===== config.mk =====
export PLATFORM = sky130hd
export DESIGN_NAME = rate_timestamper
export DESIGN_NICKNAME = d
export VERILOG_FILES = /design/src/rtl/rate_timestamper.sv
export SDC_FILE = /design/constraint.sdc
export NUM_CORES = 1
export LEC_CHECK = 0
export ABC_AREA = 1
export ABC_CLOCK_PERIOD_IN_PS = 2000
export CAP_MARGIN = 20
export CORE_MARGIN = 5
export CORE_UTILIZATION = 57
export CTS_BUF_LIST = sky130_fd_sc_hd__clkbuf_8
export CTS_CLUSTER_DIAMETER = 200
export CTS_CLUSTER_SIZE = 10
export DETAILED_ROUTE_END_ITERATION = 7
export PLACE_DENSITY_LB_ADDON = 0.05
export SKIP_CTS_REPAIR_TIMING = 1
export SLEW_MARGIN = 10
export SYNTH_ARGS = -nofsm -noshare
export SYNTH_HDL_FRONTEND = slang
export SYNTH_SLANG_ARGS = --single-unit

===== constraint.sdc =====
create_clock -name CLK -period 2 [get_ports CLK]
set_clock_uncertainty 0.15 [all_clocks]
set_input_delay 0.2 -clock CLK [delete_from_list [all_inputs] [get_ports CLK]]
set_output_delay 0.2 -clock CLK [all_outputs]
set_load 0.005 [all_outputs]

===== src/rtl/rate_timestamper.sv =====
// Rate timestamper: counts synchronized hit edges per second and per minute,
// and emits one {secStamp, secRate} record per second through a one-entry
// valid/ready buffer. Records that arrive while the buffer is still held are
// dropped and flagged in a sticky overrun bit.
module rate_timestamper #(
  parameter int unsigned CNT_W   = 16,
  parameter int unsigned MIN_W   = 24,
  parameter int unsigned STAMP_W = 16
) (
  input  logic                     CLK,
  input  logic                     RST,
  input  logic                     hit,
  input  logic                     sec,
  input  logic                     min,
  output logic [STAMP_W+CNT_W-1:0] outData,
  output logic                     outValid,
  input  logic                     outReady,
  output logic [MIN_W-1:0]         minRate,
  output logic                     minStrobe,
  output logic                     overrun,
  input  logic                     clrOvr
);

  localparam logic [CNT_W-1:0] CntMax = '1;
  localparam logic [MIN_W-1:0] MinMax = '1;

  typedef enum logic {StEmpty, StFull} state_e;

  // Synchronizer and edge/tick detection state
  logic hit_meta_q, hit_sync_q, hit_prev_q;
  logic sec_q, sec_prev_q;
  logic min_q, min_prev_q;

  logic hit_edge;
  logic sec_tick;
  logic min_tick;

  // Counters and timestamp
  logic [CNT_W-1:0]   sec_cnt_q, sec_cnt_d;
  logic [MIN_W-1:0]   min_acc_q, min_acc_d;
  logic [STAMP_W-1:0] sec_stamp_q, sec_stamp_d;

  // Output side
  state_e                   state_q, state_d;
  logic                     load;
  logic                     drop;
  logic [STAMP_W+CNT_W-1:0] out_data_q;
  logic [MIN_W-1:0]         min_rate_q;
  logic                     min_strobe_q;
  logic                     overrun_q;

  assign hit_edge = hit_sync_q & ~hit_prev_q;
  assign sec_tick = sec_q ^ sec_prev_q;
  assign min_tick = min_q ^ min_prev_q;

  // Two-flop hit synchronizer plus edge history; sec/min registered once plus history.
  // On reset the sec/min history loads the live levels so no tick follows reset.
  always_ff @(posedge CLK) begin
    if (RST) begin
      hit_meta_q <= 1'b0;
      hit_sync_q <= 1'b0;
      hit_prev_q <= 1'b0;
      sec_q      <= sec;
      sec_prev_q <= sec;
      min_q      <= min;
      min_prev_q <= min;
    end else begin
      hit_meta_q <= hit;
      hit_sync_q <= hit_meta_q;
      hit_prev_q <= hit_sync_q;
      sec_q      <= sec;
      sec_prev_q <= sec_q;
      min_q      <= min;
      min_prev_q <= min_q;
    end
  end

  // Per-second counter: saturating; on a tick it restarts, keeping a same-cycle edge.
  always_comb begin
    sec_cnt_d = sec_cnt_q;
    if (sec_tick) begin
      sec_cnt_d = hit_edge ? CNT_W'(1) : '0;
    end else if (hit_edge && (sec_cnt_q != CntMax)) begin
      sec_cnt_d = sec_cnt_q + CNT_W'(1);
    end
  end

  // Per-minute accumulator: same rules as the second counter, driven by min ticks.
  always_comb begin
    min_acc_d = min_acc_q;
    if (min_tick) begin
      min_acc_d = hit_edge ? MIN_W'(1) : '0;
    end else if (hit_edge && (min_acc_q != MinMax)) begin
      min_acc_d = min_acc_q + MIN_W'(1);
    end
  end

  // Seconds-since-reset stamp, wraps naturally.
  always_comb begin
    sec_stamp_d = sec_stamp_q;
    if (sec_tick) begin
      sec_stamp_d = sec_stamp_q + STAMP_W'(1);
    end
  end

  // Counter, stamp and minute-rate registers.
  always_ff @(posedge CLK) begin
    if (RST) begin
      sec_cnt_q    <= '0;
      min_acc_q    <= '0;
      sec_stamp_q  <= '0;
      min_rate_q   <= '0;
      min_strobe_q <= 1'b0;
    end else begin
      sec_cnt_q    <= sec_cnt_d;
      min_acc_q    <= min_acc_d;
      sec_stamp_q  <= sec_stamp_d;
      min_strobe_q <= min_tick;
      if (min_tick) begin
        min_rate_q <= min_acc_q;
      end
    end
  end

  // One-entry buffer: next state plus load/drop decisions for a new record.
  always_comb begin
    state_d = state_q;
    load    = 1'b0;
    drop    = 1'b0;
    unique case (state_q)
      StEmpty: begin
        if (sec_tick) begin
          load    = 1'b1;
          state_d = StFull;
        end
      end
      StFull: begin
        if (outReady) begin
          // A transfer completes; a coinciding record refills without a gap.
          if (sec_tick) begin
            load = 1'b1;
          end else begin
            state_d = StEmpty;
          end
        end else if (sec_tick) begin
          drop = 1'b1;
        end
      end
      default: state_d = StEmpty;
    endcase
  end

  // Buffer state, held record and sticky overrun; a drop beats a same-cycle clear.
  always_ff @(posedge CLK) begin
    if (RST) begin
      state_q    <= StEmpty;
      out_data_q <= '0;
      overrun_q  <= 1'b0;
    end else begin
      state_q <= state_d;
      if (load) begin
        // The secRate field is the counter value before this cycle's edge.
        out_data_q <= {sec_stamp_d, sec_cnt_q};
      end
      if (drop) begin
        overrun_q <= 1'b1;
      end else if (clrOvr) begin
        overrun_q <= 1'b0;
      end
    end
  end

  assign outData   = out_data_q;
  assign outValid  = (state_q == StFull);
  assign minRate   = min_rate_q;
  assign minStrobe = min_strobe_q;
  assign overrun   = overrun_q;

endmodule

Word level (Yosys, flattened, before mapping)

Index checks and enable logic that the tools add are counted.

Add/sub/neg operators: 3
Multipliers: 0
Div/mod/pow operators: 0
Magnitude comparators: 0
Equality and inequality tests: 2
Shift operators: 0
Muxes and demuxes: 18
Bitwise logic cells: 5
Reduce and logical (&&, ||, !) cells: 5

Operators by type and width:

| cell                  | count |
|---|---|
| $mux 16               | 3 |
| $mux 24               | 2 |
| $add 16x1->16 const B | 2 |
| $add 24x1->24 const B | 1 |
| $ne 24x24->1 const B  | 1 |
| $ne 16x16->1 const B  | 1 |
| $mux 1                | 11 |
| $reduce_bool 2->1     | 3 |
| $pmux 1 s2            | 2 |
| $logic_and 1x1->1     | 2 |
| $not 1->1             | 2 |
| $xor 1x1->1           | 2 |
| $and 1x1->1           | 1 |

Register bits after elaboration: 122
Latch bits: 0
Bits in writable memories: 0
Memory bits (read-only): 0
Input bits: 7
Output and inout port bits: 59
Memories kept: 0

Logic depth before layout (Yosys ltp)

Gate-level depths: netlist of run 1.

Word-level depth: 5
Depth in mapped cells: 11
Gate-level depth less buffers: 10

Worst setup path before layout of run 1

No wires, ideal clock.

Path type: reg-to-reg
Start: register min_acc_q[1]
End: register min_acc_q[7]
Setup time: 0.132 ns
Arrival: 1.392 ns
Path slack: 0.326 ns
Stages on the path, launching flop included: 12
Path buffers: 1
Clock period less this slack: 1.674 ns
Cells stage by stage: dfxtp_1 -> ha_1 -> nand2_1 -> nor2_4 -> nand2_2 -> nor2_2 -> nand2_2 -> nand2_4 -> nand2_4 -> buf_6 -> nand2_1 -> a21oi_1

Longest elaborated chain between the ends: 3
Elaborated cells between the ends (all ways): 6

Ends and longest elaborated chain:

| what                                                 | RTL line | RTL |
|---|---|---|
| from (decl)                                          | 40       | `logic [MIN_W-1:0] min_acc_q, min_acc_d;` |
| from (signal assigned)                               | 116      | `min_acc_q <= min_acc_d;` |
| $add 24x1->24 / $ne 24x24->1 (equally long branches) | 94, 93   |  |
| $mux 24 / $logic_and 1x1->1 (equally long branches)  | 93       | `end else if (hit_edge && (min_acc_q != MinMax)) begin` |
| $mux 24 / $reduce_bool 2->1 (equally long branches)  | -        |  |

Parallel ways exist; a longest one is shown, timed or not. The select of a mux whose other input is x is not followed.
A chain may end at the register's enable or synchronous reset.

Worst setup path in the final report of run 1

Start: register min_acc_q[0]
End: register min_acc_q[18]

The elaborated chain is that of the path after synthesis.

==> impl_results.md, run 1 <==
- Sequential power share: 49.0%
- Top FF cell, synth: dfxtp_1
- CTS buffer count: 17
- Initial core utilization: 58.2%
- Hpwl dp: 9.04 mm
- Layout cell share with drive strength beyond 1: 8.08%
- Placed Instances: 932
- Die area: 11400 um2
- Finish-stage setup viols: 0
- Net Sw Frac: 25.9%
- FMAX: 0.543 GHz
- Status: complete, no violations
- CP max FO: 4
- P_int: 3860 uW
- Clk_lat worst skew: 0.43 ns
- Slew margin rel.: 68.0%
- Die W: 107 um
- CTS clk-pin slew, worst paths: 0.07 ns
- Crit-path cells: ha_1 -> nand2_1 -> nor2_4 -> nand2_2 -> nor2_1 -> nand3_1 -> nand2_1 -> nand2_1 -> a21oi_1
- CTS tree: built
- #FFs+latches synth: 122
- Routed len/inst: 12.8 um
- Final Max Tran Viols: 0
- Pwr/cell area: 789 nW/um2
- Drt via density: 5.22
- Layout Cells excl Fill: 965
- Static leakage: 0.00249 uW
- NetSw: 1350 uW
- Area growth syn-to-layout: 23.4%
- Port Buffers: 65
- Final Hold Violating Endpoints: 0
- Yosys warning count: 0
- Nets@finish: 851
- First-pass GRT wire length: 21.4 mm
- Logic pwr share: 9.1%
- Arrival time worst endpoint: 2.04 ns
- H-Tree Depth: 4
- Setup_tns: 0 ns
- Yosys cell types: 32
- Most area-hungry cell type in the Yosys netlist: dfxtp_1
- Post-Synthesis Cells: 763
- Worst Tran Pin Value: 0.480 ns
- Crit path launch type: register
- Core ar.: 9200 um2
- Total congestion overflow: 0
- Min-delay worst type: in -> reg
- Die height: 107 um
- I/O pin total: 66
- Critical Path End Type: register
- Vias in the first global route: 4964
- Post-route cell area: 6610 um2
- CP top delay family: simple AND/OR/NAND/NOR gates
- WL final: 12.3 mm
- Core Rows: 35
- Largest net degree at the start of global routing: 45
- Number of flops mapped to enable cells by yosys: 0
- CP required: 2.19 ns
- Hold_ws: 0.0933 ns
- GRT Util Overall: 22.7%
- Clk buf depth: 2
- Pre-Repair DR Iteration Count: 5
- CTS root buffer: clkbuf_8
- Antenna viol nets, final: 0
- Min Tclk post-route: 1.84 ns
- Crit-path max cell delay: 0.36 ns
- Area share of the largest cell type after synthesis: 45.6%
- Routability cong.: 0.869
- Placed Instance Area: 6190 um2
- Number of diodes: 0
- Syn avg cell area: 7.02 um2
- Top post-synthesis cells by area: dfxtp_1 46%, nand2_1 13%, nor2_1 7.0%, inv_1 6.3%, o21ai_0 6.2%
- Post-synth net total: 773
- Commonest cells post-synth: 185 x nand2_1, 122 x dfxtp_1, 100 x nor2_1
- Drt drc: 0
- Most frequent cell after synthesis: nand2_1
- Setup CP Type: reg -> reg
- Post-route clock period utilization: 92.2%
- Post-synth ARST share: 0%
- Initial antenna violation count: 0
- Sequential share of the synthesized area: 45.6%
- Crit path buf inv count: 0
- Final Util: 71.8%
- Max-cap viol count: 0
- Clock sink total: 122
- Slowest cell on the critical path: dfxtp_1
- Cell mode on critical path: nand2_1
- DR iter-0 viols: 270
- Maximum VDD drop: 0.000688 V
- Vias: 5036
- Clk pwr share: 41.8%
- Synthesized area: 5350 um2
- RSZ-0062 raised after global routing: false
registers in the layout (all words and copies together) (netlist names):
name         cells
outData         32
minRate         24
min_acc_q       24
sec_cnt_q       16
sec_stamp_q     16
hit_meta_q       1
hit_prev_q       1
hit_sync_q       1
minStrobe        1
min_prev_q       1
min_q            1
outValid         1
overrun          1
sec_prev_q       1
sec_q            1
metal layers:
layer	vias up	GRT usage (%)	share of wire [%]
li1	2577	-	-
met1	2275	26.2	43
met2	154	39.4	49
met3	30	5.84	6.0
met4	0	10.0	2.3
met5	-	0	0
final timing paths:
| kind | start | endpoint | slack [ns] | depth (start not counted) |
|---|---|---|---|---|
| worst max-delay path | min_acc_q[0]$_SDFFE_PP0P_ | min_acc_q[18]$_SDFFE_PP0P_ | 0.16 | 9 |
| worst min-delay path | sec | sec_q$_DFF_P_ | 0.09 | 1 |
| worst max register to register | min_acc_q[0]$_SDFFE_PP0P_ | min_acc_q[18]$_SDFFE_PP0P_ | 0.16 | 9 |
| worst min register to register | hit_meta_q$_SDFF_PP0_ | hit_sync_q$_SDFF_PP0_ | 0.25 | 2 |
power by group through the flow:
stage | registers, uW | logic, uW | clock network [uW]
floorplan | 2610 | 244 | 0
global placement | 2600 | 468 | 0
detailed placement | 2610 | 478 | 0
CTS | 2550 | 480 | 2220
global route | 2560 | 531 | 2330
finish | 2550 | 476 | 2180
area by class of cell:
cell class	instances	area, um2
repair buffers	84	843
inverters	93	349
flip-flops and latches	122	2440
multi-input cells	523	2430
clock inverters	15	164
fillers	781	2590
well taps	111	139
clock buffers	17	234
stage by stage:
step	power, uW	setup WS, ns
floorplan	2850	0.326
global placement	3070	0.153
detailed placement	3080	0.0822
CTS	5250	0.0827
global route	5430	0.00452
finish	5210	0.157
logic make-up after synthesis:
kind of cell,synth area share (%)
xor gates and xnor gates,1.96
buffers and inverters,9.07
AOI/OAI and AO/OA,13.6
adders and majority gates,0.701
DFF,45.6
and+or+nand+nor,29.1
layout by cell type, fill, tap and decap left out, types with 4 or more instances in the layout:
| master | count |
|---|---|
| inv_6 | 5 |
| clkinv_4 | 4 |
| o21ai_0 | 66 |
| clkdlybuf4s50_1 | 65 |
| dfxtp_1 | 121 |
| nand2_1 | 185 |
| nor2_2 | 5 |
| clkbuf_8 | 17 |
| nand3_1 | 52 |
| buf_4 | 15 |
| xor2_1 | 9 |
| nor3_1 | 9 |
| inv_1 | 90 |
| nor2_1 | 99 |
| buf_12 | 4 |
| o21bai_1 | 8 |
| a21oi_1 | 55 |
| nand4_1 | 7 |
Note: power is estimated with default switching activity, not from simulation.
==> run 2: changes to the inputs <==
--- a/config.mk
+++ b/config.mk
@@ -15,6 +15,7 @@
 export CTS_CLUSTER_SIZE = 10
 export DETAILED_ROUTE_END_ITERATION = 7
 export PLACE_DENSITY_LB_ADDON = 0.05
+export REMOVE_ABC_BUFFERS = 1
 export SKIP_CTS_REPAIR_TIMING = 1
 export SLEW_MARGIN = 10
 export SYNTH_ARGS = -nofsm -noshare
==> impl_results.md, run 2 (synthesis results as in run 1) <==
- Status: complete, no violations (unchanged)
- R2R depth: 10 (was 9)
- Die area: 11400 um2 (unchanged)
- Hold_sp: min (was sec)
- Drt drc: 0 (unchanged)
- Core Rows: 35 (unchanged)
- NetSw: 1290 uW (was 1350 uW)
- WHS Path Cells: 1 (unchanged)
- CTS root buffer: clkbuf_8 (unchanged)
- Commonest cells after routing, fill and taps aside: 185 x nand2_1, 121 x dfxtp_1, 98 x nor2_1, 93 x inv_1, 66 x o21ai_0 (was 185 x nand2_1, 121 x dfxtp_1, 99 x nor2_1, 90 x inv_1, 66 x o21ai_0)
- Crit path launch type: register (unchanged)
- Slowest cell on the critical path: dfxtp_1 (unchanged)
- Routability cong.: 0.890 (was 0.869)
- Total congestion overflow: 0 (unchanged)
- Hold path endpoint: min_q$_DFF_P_ (was sec_q$_DFF_P_)
- Static leakage: 0.00253 uW (was 0.00249 uW)
- Hold_ws: 0.110 ns (was 0.0933 ns)
- Clock sink total: 122 (unchanged)
- CTS buffer count: 17 (unchanged)
- GRT Util Overall: 22.3% (was 22.7%)
- Final Util: 72.2% (was 71.8%)
- Post-place setup slack: 0.00123 ns (was 0.0822 ns)
- CP required: 2.16 ns (was 2.19 ns)
- Drt via density: 5.20 (was 5.22)
- Pre-Repair DR Iteration Count: 4 (was 5)
- Vias: 5024 (was 5036)
- Final Hold Violating Endpoints: 0 (unchanged)
- Arrival time worst endpoint: 2.02 ns (was 2.04 ns)
- P_int: 4100 uW (was 3860 uW)
- Worst Tran Pin Value: 0.515 ns (was 0.480 ns)
- Clk pwr share: 43.8% (was 41.8%)
- FMAX: 0.536 GHz (was 0.543 GHz)
- First-pass GRT wire length: 21.0 mm (was 21.4 mm)
- R2R setup slack: 0.13 ns (was 0.16 ns)
- Finish-stage setup viols: 0 (unchanged)
- WL final: 12.9 mm (was 12.3 mm)
- CTS clk-pin slew, worst paths: 0.08 ns (was 0.07 ns)
- I/O pin total: 66 (unchanged)
- Clk_lat worst skew: 0.42 ns (was 0.43 ns)
- H-Tree Depth: 4 (unchanged)
- Max-cap viol count: 0 (unchanged)
- Final Max Tran Viols: 0 (unchanged)
- Crit-path max cell delay: 0.36 ns (about the same)
- Antenna viol nets, final: 0 (unchanged)
- CP max FO: 15 (was 4)
- Vias in the first global route: 4723 (was 4964)
- Nets@finish: 852 (was 851)
- CP top delay family: simple AND/OR/NAND/NOR gates (unchanged)
- Pwr/cell area: 812 nW/um2 (was 789 nW/um2)
- Layout cell share with drive strength beyond 1: 7.95% (was 8.08%)
- Routed len/inst: 13.3 um (was 12.8 um)
- Max reg flops: 32 (unchanged)
- Clk buf depth: 2 (unchanged)
- Area growth syn-to-layout: 24.0% (was 23.4%)
- Die W: 107 um (unchanged)
- Worst r2r dst: min_acc_q[2]$_SDFFE_PP0P_ (was min_acc_q[18]$_SDFFE_PP0P_)
- Initial core utilization: 58.2% (unchanged)
- Worst Slack Setup Final: 0.134 ns (was 0.157 ns)
- Post-route clock period utilization: 93.3% (was 92.2%)
- Net Sw Frac: 23.8% (was 25.9%)
- CTS tree: built (unchanged)
- Setup_tns: 0 ns (unchanged)
- DR iter-0 viols: 260 (was 270)
- RR Startpoint: min_acc_q[0]$_SDFFE_PP0P_ (unchanged)
- Most common library cell in the layout ignoring fill and taps: nand2_1 (unchanged)
- Hpwl dp: 8.92 mm (was 9.04 mm)
- Initial antenna violation count: 0 (unchanged)
- Sequential power share: 47.4% (was 49.0%)
- Min Tclk post-route: 1.87 ns (was 1.84 ns)
- Port Buffers: 65 (unchanged)
- Critical Path End Type: register (unchanged)
- Crit-path cells: ha_1 -> nand2_1 -> nor2_4 -> nand2_2 -> nor2_4 -> nand2_4 -> nand2_8 -> nand2_4 -> nand2_1 -> a21oi_1 (was ha_1 -> nand2_1 -> nor2_4 -> nand2_2 -> nor2_1 -> nand3_1 -> nand2_1 -> nand2_1 -> a21oi_1)
- Largest net degree at the start of global routing: 36 (was 45)
- Setup CP Type: reg -> reg (unchanged)
- Logic pwr share: 8.8% (was 9.1%)
- Number of diodes: 0 (unchanged)
- Core ar.: 9200 um2 (unchanged)
- Die height: 107 um (unchanged)
- Slew margin rel.: 65.6% (was 68.0%)
- Maximum VDD drop: 0.000805 V (was 0.000688 V)
- Min-delay worst type: in -> reg (unchanged)
- Final Power: 5390 uW (was 5210 uW)
- Crit path buf inv count: 0 (unchanged)
## run 2: worst register-to-register path, cell delays in order (launching register included)
cell and delay [ns]:
dfxtp_1 0.36, ha_1 0.17, nand2_1 0.11, nor2_4 0.15
nand2_2 0.11, nor2_4 0.16, nand2_4 0.10, nand2_8 0.15
nand2_4 0.14, nand2_1 0.10, a21oi_1 0.06
## run 2: layout make-up
type,count,area (um2)
Clock buffer,18,248
Clock inverter,14,180
Fill cell,805,2560
Inverter,93,349
Multi-Input combinational cell,524,2460
Sequential cell,122,2440
Tap cell,111,139
Timing Repair Buffer,84,818
## run 2: power groups by stage
stage,clock network [uW],logic [uW],registers [uW]
after floorplan,0,205,2610
after CTS,2380,473,2550
after global placement,0,461,2610
final,2360,473,2550
after detailed placement,0,470,2610
after global routing,2500,522,2560
## run 2: stage by stage
stage          area, um2  instances
2_1_floorplan       5220        738
4_1_cts             6600        965
5_1_grt             6640        966
3_5_place_dp        6180        933
6_report            6640        966
3_3_place_gp        6180        933
## run 2: worst max path at each step
stage                                          from                    endpoint  depth (start not counted)
final                     min_acc_q[0]$_SDFFE_PP0P_   min_acc_q[2]$_SDFFE_PP0P_                         10
after floorplan                       sec_q$_DFF_P_    outData[20]$_SDFFE_PP0P_                          8
after detailed placement  min_acc_q[1]$_SDFFE_PP0P_  min_acc_q[20]$_SDFFE_PP0P_                         10
after CTS                 min_acc_q[1]$_SDFFE_PP0P_  min_acc_q[23]$_SDFFE_PP0P_                         10
after global routing      min_acc_q[0]$_SDFFE_PP0P_  min_acc_q[17]$_SDFFE_PP0P_                         10
after global placement    min_acc_q[0]$_SDFFE_PP0P_  min_acc_q[21]$_SDFFE_PP0P_                         10
## run 2: per-layer routing
layer	wire length (um)	GRT usage, %
met1	5820	27.1
met2	6330	38.8
met3	545	4.58
met4	189	8.49
met5	0	0
==> run 3: changes to the inputs <==
--- a/config.mk
+++ b/config.mk
@@ -6,10 +6,10 @@
 export NUM_CORES = 1
 export LEC_CHECK = 0
 export ABC_AREA = 1
-export ABC_CLOCK_PERIOD_IN_PS = 2000
+export ABC_CLOCK_PERIOD_IN_PS = 1600
 export CAP_MARGIN = 20
 export CORE_MARGIN = 5
-export CORE_UTILIZATION = 57
+export CORE_UTILIZATION = 52
 export CTS_BUF_LIST = sky130_fd_sc_hd__clkbuf_8
 export CTS_CLUSTER_DIAMETER = 200
 export CTS_CLUSTER_SIZE = 10
==> constraint.sdc (replaced) <==
create_clock -name CLK -period 1.6 [get_ports CLK]
set_clock_uncertainty 0.15 [all_clocks]
set_input_delay 0.16 -clock CLK [delete_from_list [all_inputs] [get_ports CLK]]
set_output_delay 0.16 -clock CLK [all_outputs]
set_load 0.005 [all_outputs]
==> impl_results.md, run 3 (synthesis results as in run 1) <==
- Maximum VDD drop: 0.000537 V (was 0.000805 V)
- H-Tree Depth: 4 (unchanged)
- Static leakage: 0.00392 uW (was 0.00253 uW)
- Pre-Repair DR Iteration Count: 5 (was 4)
- Die height: 111 um (was 107 um)
- Largest net degree at the start of global routing: 36 (unchanged)
- FMAX: 0.555 GHz (was 0.536 GHz)
- Fillers: 719 (was 805)
- Port Buffers: 65 (unchanged)
- Post-route clock period utilization: 113% (was 93.3%)
- I/O pin total: 66 (unchanged)
- Routed len/inst: 14.5 um (was 13.3 um)
- Initial antenna violation count: 0 (unchanged)
- Core ar.: 10200 um2 (was 9200 um2)
- Pwr/cell area: 824 nW/um2 (was 812 nW/um2)
- Clk_lat worst skew: 0.45 ns (was 0.42 ns)
- Post-place setup slack: -0.154 ns (was 0.00123 ns)
- Min-delay worst type: in -> reg (unchanged)
- RSZ-0062 raised after global routing: true
- CP max FO: 4 (was 15)
- CTS clk-pin slew, worst paths: 0.07 ns (was 0.08 ns)
- GRT Util Overall: 21.3% (was 22.3%)
- WL final: 15.3 mm (was 12.9 mm)
- Sequential cell area: 2490 um2 (was 2440 um2)
- Number of diodes: 0 (unchanged)
- Core Rows: 37 (was 35)
- Crit-path max cell delay: 0.37 ns (was 0.36 ns)
- Critical Path End Type: register (unchanged)
- Vias in the first global route: 5005 (was 4723)
- Commonest cells after routing, fill and taps aside: 162 x nand2_1, 87 x inv_1, 84 x dfxtp_1, 76 x nor2_1, 69 x buf_4 (was 185 x nand2_1, 121 x dfxtp_1, 98 x nor2_1, 93 x inv_1, 66 x o21ai_0)
- Final Hold Violating Endpoints: 0 (unchanged)
- Arrival time worst endpoint: 2.03 ns (was 2.02 ns)
- Die W: 111 um (was 107 um)
- Hpwl dp: 9.29 mm (was 8.92 mm)
- DR iter-0 viols: 249 (was 260)
- Slowest cell on the critical path: dfxtp_1 (unchanged)
- Max reg flops: 32 (unchanged)
- CTS tree: built (unchanged)
- Worst Tran Pin Value: 0.417 ns (was 0.515 ns)
- Drt via density: 5.25 (was 5.20)
- Vias: 5563 (was 5024)
- Status: finished with violations (was complete, no violations)
- Initial core utilization: 52.6% (was 58.2%)
- Slew margin rel.: 72.0% (was 65.6%)
- Layout Cells excl Fill: 1060 (was 966)
- Crit-path cells: nand2_1 -> nor2_1 -> nand2_4 -> buf_4 -> xor2_1 -> nor2_1 -> nand2_1 -> a21oi_2 (was ha_1 -> nand2_1 -> nor2_4 -> nand2_2 -> nor2_4 -> nand2_4 -> nand2_8 -> nand2_4 -> nand2_1 -> a21oi_1)
- Die area: 12400 um2 (was 11400 um2)
- Most common library cell in the layout ignoring fill and taps: nand2_1 (unchanged)
- Total congestion overflow: 0 (unchanged)
- CP required: 1.83 ns (was 2.16 ns)
- Nets@finish: 923 (was 852)
- Clock sink total: 122 (unchanged)
- Finish-stage setup viols: 39 (was 0)
- Setup CP Type: reg -> reg (unchanged)
- Area occupied by multi-input gates: 2910 um2 (was 2460 um2)
- CP top delay family: simple AND/OR/NAND/NOR gates (unchanged)
- Layout cell share with drive strength beyond 1: 29.9% (was 7.95%)
- Clk buf depth: 2 (unchanged)
- Setup_tns: -2.45 ns (was 0 ns)
- CTS root buffer: clkbuf_8 (unchanged)
- Routability cong.: 0.919 (was 0.890)
- Failing checks: negative setup slack
- First-pass GRT wire length: 22.3 mm (was 21.0 mm)
- Max-cap viol count: 0 (unchanged)
- Area growth syn-to-layout: 47.5% (was 24.0%)
- Placed Instances: 1016 (was 933)
- Drt drc: 0 (unchanged)
- Final Util: 77.5% (was 72.2%)
- Final Max Tran Viols: 0 (unchanged)
- Crit path launch type: register (unchanged)
- Worst Slack Setup Final: -0.203 ns (was 0.134 ns)
- Min Tclk post-route: 1.80 ns (was 1.87 ns)
- CTS buffer count: 17 (unchanged)
- Crit path buf inv count: 1 (was 0)
- Antenna viol nets, final: 0 (unchanged)
## run 3: cell types whose count changed in the layout (fill, tap and decap cells not counted), moves of 18 or more
cell | previous run | this run
dlymetal6s2s_1 | 0 | 54
nand2_1 | 185 | 162
nand2_2 | 2 | 20
dfxtp_1 | 121 | 84
clkdlybuf4s50_1 | 65 | 11
nand3_1 | 52 | 33
buf_4 | 17 | 69
nand3_2 | 0 | 19
dfxtp_2 | 1 | 36
nor2_1 | 98 | 76
## run 3: layer usage
metal	wire, um	share of wire (%)	global-route usage (%)	vias to the layer above
met2	8000	52	37.3	162
met4	489	3.2	9.65	0
met1	6170	40	24.8	2624
li1	-	-	-	2729
met5	0	0	0	-
met3	660	4.3	4.95	48
## run 3: power by group
part           total, uW  leakage [uW]  switching, uW  internal (uW)
Sequential          3200       0.00101           56.6           3140
Combinational        742       0.00272            403            339
Clock               2560      0.000193           1210           1350
## run 3: final cells by class
cell class / instances / share of cell area, %
clock inverters: 9 / 0.919
flip-flops and latches: 122 / 31.6
clock buffers: 21 / 3.66
well taps: 136 / 2.16
repair buffers: 153 / 20.1
inverters: 93 / 4.49
repair inverters: 2 / 0.222
multi-input cells: 524 / 36.9
## run 3: final timing paths
kind	start	to	slack [ns]	depth (start not counted)
min	min	min_q$_DFF_P_	0.05	1
min reg2reg	hit_meta_q$_SDFF_PP0_	hit_sync_q$_SDFF_PP0_	0.26	2
max reg2reg	min_acc_q[3]$_SDFFE_PP0P_	min_acc_q[7]$_SDFFE_PP0P_	-0.20	8
max	min_acc_q[3]$_SDFFE_PP0P_	min_acc_q[7]$_SDFFE_PP0P_	-0.20	8
## run 3: per-stage QoR
stage	area, um2	hold WS [ns]	power (uW)
floorplan	5220	0.0377	3520
global placement	6690	0.252	3900
detailed placement	6690	0.250	3910
CTS	7050	0.0356	6440
global route	7890	0.0419	6750
finish	7890	0.0457	6500
